`src/rtl/byte_striping_4lane.sv`:
```
// Serial-to-4-lane byte striper: collects bytes round-robin into lanes 0..3 and
// emits one registered word with per-lane valid pulses; flush pads a partial word.
module byte_striping_4lane #(
    parameter int                DATA_W   = 8,
    parameter logic [DATA_W-1:0] PAD_BYTE = 8'hF7
) (
    input  logic              clkf,
    input  logic              reset,
    input  logic [DATA_W-1:0] data_in,
    input  logic              valid_in,
    input  logic              flush,
    output logic [DATA_W-1:0] lane0_data,
    output logic [DATA_W-1:0] lane1_data,
    output logic [DATA_W-1:0] lane2_data,
    output logic [DATA_W-1:0] lane3_data,
    output logic              valid0,
    output logic              valid1,
    output logic              valid2,
    output logic              valid3,
    output logic [1:0]        lane_ptr
);

    logic [1:0]        r_ptr;
    logic [DATA_W-1:0] r_h    [0:2];
    logic [DATA_W-1:0] r_lane [0:3];
    logic [3:0]        r_valid;

    logic              w_emit;
    logic [2:0]        w_fill;
    logic [DATA_W-1:0] w_lane_next [0:3];
    logic [3:0]        w_valid_next;

    // A word leaves when the 4th byte arrives, or on flush with at least one byte held/arriving.
    assign w_emit = (valid_in && ((r_ptr == 2'd3) || flush)) || (flush && (r_ptr != 2'd0));
    assign w_fill = {1'b0, r_ptr} + {2'b00, valid_in};

    genvar gi;
    generate
        for (gi = 0; gi < 4; gi++) begin : g_lane
            assign w_valid_next[gi] = (3'(gi) < w_fill);

            if (gi < 3) begin : g_held
                assign w_lane_next[gi] = (2'(gi) < r_ptr)                  ? r_h[gi] :
                                         ((2'(gi) == r_ptr) && valid_in) ? data_in :
                                                                           PAD_BYTE;

                always_ff @(posedge clkf) begin
                    if (reset) begin
                        r_h[gi] <= '0;
                    end else if (valid_in && !w_emit && (r_ptr == 2'(gi))) begin
                        r_h[gi] <= data_in;
                    end
                end
            end else begin : g_last
                // Lane 3 can only be filled directly from the incoming byte.
                assign w_lane_next[gi] = ((r_ptr == 2'd3) && valid_in) ? data_in : PAD_BYTE;
            end

            always_ff @(posedge clkf) begin
                if (reset) begin
                    r_lane[gi] <= '0;
                end else if (w_emit) begin
                    r_lane[gi] <= w_lane_next[gi];
                end
            end
        end
    endgenerate

    always_ff @(posedge clkf) begin
        if (reset) begin
            r_ptr   <= 2'd0;
            r_valid <= 4'b0000;
        end else begin
            r_valid <= w_emit ? w_valid_next : 4'b0000;
            if (w_emit) begin
                r_ptr <= 2'd0;
            end else if (valid_in) begin
                r_ptr <= r_ptr + 2'd1;
            end
        end
    end

    assign lane0_data = r_lane[0];
    assign lane1_data = r_lane[1];
    assign lane2_data = r_lane[2];
    assign lane3_data = r_lane[3];
    assign valid0     = r_valid[0];
    assign valid1     = r_valid[1];
    assign valid2     = r_valid[2];
    assign valid3     = r_valid[3];
    assign lane_ptr   = r_ptr;

endmodule

```
`config.mk`:
```
export PLATFORM = sky130hd
export DESIGN_NAME = byte_striping_4lane
export DESIGN_NICKNAME = d
export VERILOG_FILES = /design/src/rtl/byte_striping_4lane.sv
export SDC_FILE = /design/constraint.sdc
export NUM_CORES = 1
export LEC_CHECK = 0
export ABC_AREA = 1
export BUFFER_PORTS_ARGS = -buffer_cell sky130_fd_sc_hd__buf_4
export CORE_MARGIN = 3
export CORE_UTILIZATION = 50
export CTS_CLUSTER_SIZE = 20
export DETAILED_ROUTE_END_ITERATION = 6
export PLACE_DENSITY = 0.83
export SLEW_MARGIN = 20
export SYNTH_ARGS = -nofsm -noshare
export SYNTH_HDL_FRONTEND = slang
export SYNTH_SLANG_ARGS = --single-unit
```
`constraint.sdc`:
```
create_clock -name clkf -period 2 [get_ports clkf]
set_input_delay 0.1 -clock clkf [delete_from_list [all_inputs] [get_ports clkf]]
set_output_delay 0.1 -clock clkf [all_outputs]
set_load 0.005 [all_outputs]
```
Yosys cells after proc, flatten, opt, wreduce, memory -nomap -nowiden
Memories as Yosys holds them, arrays and structs flattened.
Cells that the tools add are included.
{"block": "classes", "addsub": 2, "reduce_logical": 17, "n_eq_ne": 5, "bitwise": 8, "order_cmp": 7, "muxes": 28}
{"operator": "2-to-1 mux 8 bit", "n": 14}
{"operator": "2-to-1 mux 1 bit", "n": 14}
{"operator": "logical AND 1 bit", "n": 10}
{"operator": "OR 1 bit", "n": 7}
{"operator": "less-than comparator 1 x 3 -> 1 bit (first input constant)", "n": 2}
{"operator": "less-than comparator 2 x 3 -> 1 bit (first input constant)", "n": 2}
{"operator": "equality test 2 bit (second input constant)", "n": 2}
{"operator": "less-than comparator 1 x 2 -> 1 bit (first input constant)", "n": 2}
{"operator": "OR reduction 2 bit", "n": 2}
{"operator": "adder 2 x 1 -> 3 bit", "n": 1}
{"operator": "adder 2 x 1 -> 2 bit (second input constant)", "n": 1}
{"operator": "equality test 1 x 2 -> 1 bit (first input constant)", "n": 1}
{"operator": "equality test 2 x 1 -> 1 bit (second input constant)", "n": 1}
{"operator": "equality test 2 bit (first input constant)", "n": 1}
{"operator": "zero test 2 bit", "n": 1}
{"operator": "logical OR 1 bit", "n": 2}
{"operator": "less-than comparator 2 bit (first input constant)", "n": 1}
{"operator": "nonzero test 2 bit", "n": 1}
{"operator": "zero test 1 bit", "n": 1}
{"operator": "NOT 1 bit", "n": 1}
{"block": "totals", "mem_count": 2, "register_bits": 6, "inputBits": 12, "ramBits": 56, "output_inout_bits": 38}
{"name": "r_lane", "words": 4, "width": 8, "rd": 4, "rd_clocked_by_memory_dff": 0, "write_ports": 4, "line": "25", "rtl": "logic [DATA_W-1:0] r_lane [0:3];"}
{"name": "r_h", "words": 3, "width": 8, "rd": 3, "rd_clocked_by_memory_dff": 0, "write_ports": 3, "line": "24", "rtl": "logic [DATA_W-1:0] r_h [0:2];"}

Depth between registers and ports, before layout
{"block": "depth", "ltp_word": 11, "depth_mapped": 9, "mapped_depth_nobuf": 7}

Worst setup path after synthesis
No wires, ideal clock.
{"block": "synth_timing", "path_kind": "reg2reg", "startpoint": "register r_ptr[1], in the netlist lane_ptr[1]", "endpoint": "memory r_lane[0][0], enable pin", "synth_period_minus_slack_ps": 2154, "setup_time_ps": 392, "slack_ps": -154, "required_time_ps": 1608, "path_stages_with_launch": 7, "path_buffers": 1, "t_arrival_ps": 1762, "path_cell_list": "dfxtp_1 > buf_2 > inv_2 > ha_1 > nand2_2 > nand2_1 > nand2_1"}
{"item": "start, declared", "line": "23", "rtl": "logic [1:0] r_ptr;"}
{"item": "start signal, assigned", "line": "78", "rtl": "r_ptr <= r_ptr + 2'd1;"}
{"item": "end, declared", "line": "25"}

==> metrics.csv <==
stage,metric,value,unit
outcome,outcome,completed,
worst_setup_path,Crit. End Element,flip-flop,
cts,H-tree levels,3,
global_route,largest net degree at the start of global routing,36,
yosys,synthesized area per cell,10.71,sq um
power,pwr dens,864.1,mW/mm^2
drt,drt via density,5.015,
cts,clock slew at reported path FFs,0.07,ns
cts,CTS tree,yes,
job,max capacitance violation total,0,
sta,Setup Total Neg Slack,0,ns
worst_setup_path,Worst EP arrival,1.77,ns
yosys,Synth Net Count,283,
finish,fill cell count,386,
worst_setup_path,worst r2r dst,r_lane[0][14],
hold_path,hold-critical path depth,2,
sta,Slew @ Worst Pin,0.4197,ns
sta,worst clock skew,0.007552,ns
worst_setup_path,CP cell instances,ha_1 > nand2_4 > nand2_4 > nand2_1 > nand2_2 > buf_12,
floorplanning,initial core utilization,53.33,%
worst_setup_path,critical path required time,2.04,ns
worst_setup_path,"slowest stage delay, CP",0.44,ns
global_route,Overall Global Routing Usage,19.61,%
worst_setup_path,Crit Path Max Fanout,26,
drt,DR WL/cell,13.86,microns
drt,Iteration-0 DRC Markers,132,
yosys,Mapped Area,0.002828,sq mm
hold_path,Hold Path End,r_lane[1][11],
worst_setup_path,"delay-heaviest family, CP",simple AND/OR/NAND/NOR gates,
hold_path,worst hold path class,in2reg,
floorplanning,Die ar.,0.006593,sq mm
drt,Pre-antenna DRT Iters,5,
worst_setup_path,worst r2r src,lane_ptr[1],
finish,layout cells sized above 1,30.30,%
floorplanning,die height,81.20,microns
place,final HPWL from detailed placement,3838,microns
worst_setup_path,reg2reg path depth,6,
floorplanning,row cnt,26,
cts,Root Driver,clkbuf_8,
sta,Final Hold Fails,0,
cts,Max Root-Sink Buffers,2,
worst_setup_path,Worst Setup Start Kind,flip-flop,
sta,post-route minimum period,1.735,ns
sta,Slew headroom,72.02,%
drt,WL final,5545,microns
global_route,vias in the first global route,1991,
cts,clock sink count,62,
cts,CTS buffer count,9,
drt,Residual DRC,0,
global_route,initial antenna violation count,0,
power,maximum vdd drop,0.6317,mV
cts,Skew-Pair Late Insertion Delay,0.34,ns
yosys,Post-Synthesis Cells,264,
sta,Max Freq,576.4,MHz
finish,final net count,344,
drt,DR vias,2006,
worst_setup_path,CP Class,reg2reg,
floorplanning,IO Pins,50,
place,Placer Congestion,0.8390,
sta,final hold slack,0.06262,ns
cts,post_cts resized,0,
yosys,warnings from Yosys,0,
finish,synth-to-layout area growth,23.67,%
worst_setup_path,CP Buf/Inv Count,1,
sta,period utilisation layout,86.75,%
finish,"commonest non-fill, non-tap cells in the layout","nor2_1, buf_4, edfxtp_1",
worst_setup_path,crit-path most repeated cell,nand2_4,
place,# port buffers,49,
cts,postcts setup bufs,0,
hold_path,HP Start,reset,
sta,Max Slew Vio Count,0,
floorplanning,Die Wd,81.20,microns
worst_setup_path,R2R setup slack,0.26,ns
worst_setup_path,CP max stage cell,dfxtp_1,
yosys,sequential area share after synthesis,63.72,%
worst_setup_path,CP startpoint,lane_ptr[1],
cts,Post-CTS Hold Buffers,0,
global_route,GRT overflow,0,
power,P_leak,0.001612,uW
drt,ANT nets after route,0,
global_route,first-pass GRT wire length,9218,microns
sta,RSZ-0062 raised after global routing,no,
sta,final setup fails,0,
yosys,"flops & latches, synth",62,
floorplanning,Core ar.,0.005303,sq mm
finish,Diodes inserted,0,
power,total power,3022,uW
yosys,Unique masters post-synth,22,
finish,"most common cell after layout, fill and taps aside",nor2_1,
cells by family after synthesis:
kind of cell,synth area share [%]
adder cells (fa/ha/maj),3.097
XOR/XNOR,0.3098
buffers and inverters,5.752
AO/OA/AOI/OAI,2.433
AND/OR/NAND/NOR,24.69
flip-flops,63.72
through the flow:
stage / worst slack (ns) / std cells / instance area [sq um] / utilization (%)
3_3_place_gp: 0.3448 / 384 / 3293 / 62.10
2_1_floorplan: 0.09853 / 264 / 2830 / -
4_1_cts: 0.2510 / 400 / 3497 / 65.95
6_report: 0.2650 / 400 / 3497 / 65.95
5_1_grt: 0.1589 / 400 / 3497 / 65.95
3_5_place_dp: 0.2755 / 384 / 3293 / 62.10
registers in the layout, summed over array words and instances, names as in the netlist:
name / count
r_lane: 32
r_valid: 4
lane_ptr: 2
r_h: 24
worst max path at each step:
stage | end | cells after the start
6_report | r_lane[0][14] | 6
5_1_grt | r_h[0][3] | 7
4_1_cts | r_lane[0][14] | 6
3_5_place_dp | r_h[0][3] | 7
3_3_place_gp | r_lane[0][3] | 6
2_1_floorplan | r_h[2][0] | 5
routing by layer:
metal / global-route usage [%] / up-vias / share of wire, %
met5: 0 / - / 0
met4: 14.86 / 0 / 3.3
met3: 4.989 / 16 / 10
met2: 29.31 / 104 / 47
met1: 24.38 / 900 / 40
li1: - / 986 / -
area by class of cell:
class	count	area [sq um]	share of cell area [%]
Sequential cell	62	1802	51.52
Multi-Input combinational cell	170	865.8	24.76
Timing Repair Buffer	58	447.9	12.81
Clock buffer	10	127.6	3.649
Inverter	24	90.09	2.576
Tap cell	70	87.58	2.504
Clock inverter	6	76.32	2.182
Yosys cell counts:
master,count,area share (%)
nand2_2,2,0.44
nor2_2,3,0.66
nor3_1,1,0.18
or2_2,15,3.3
buf_2,1,0.18
inv_1,21,2.8
buf_6,4,1.6
a21oi_1,1,0.18
xnor2_1,1,0.31
o22ai_1,7,1.5
o21ai_0,4,0.71
dfxtp_1,6,4.2
nand4_4,3,2.3
edfxtp_1,56,59
nand3_4,1,0.62
nand3_1,2,0.35
nand2_1,38,5.0
nand2_4,2,0.80
ha_1,7,3.1
inv_2,3,0.40
buf_4,3,0.80
nor2_1,83,11
report_power, final:
part,switching [uW],total [uW],internal (uW)
Clock,455,1140,687
Sequential,25.2,1540,1510
Combinational,190,342,152
Total,670,3020,2350
(Power assumes the default switching activity.)
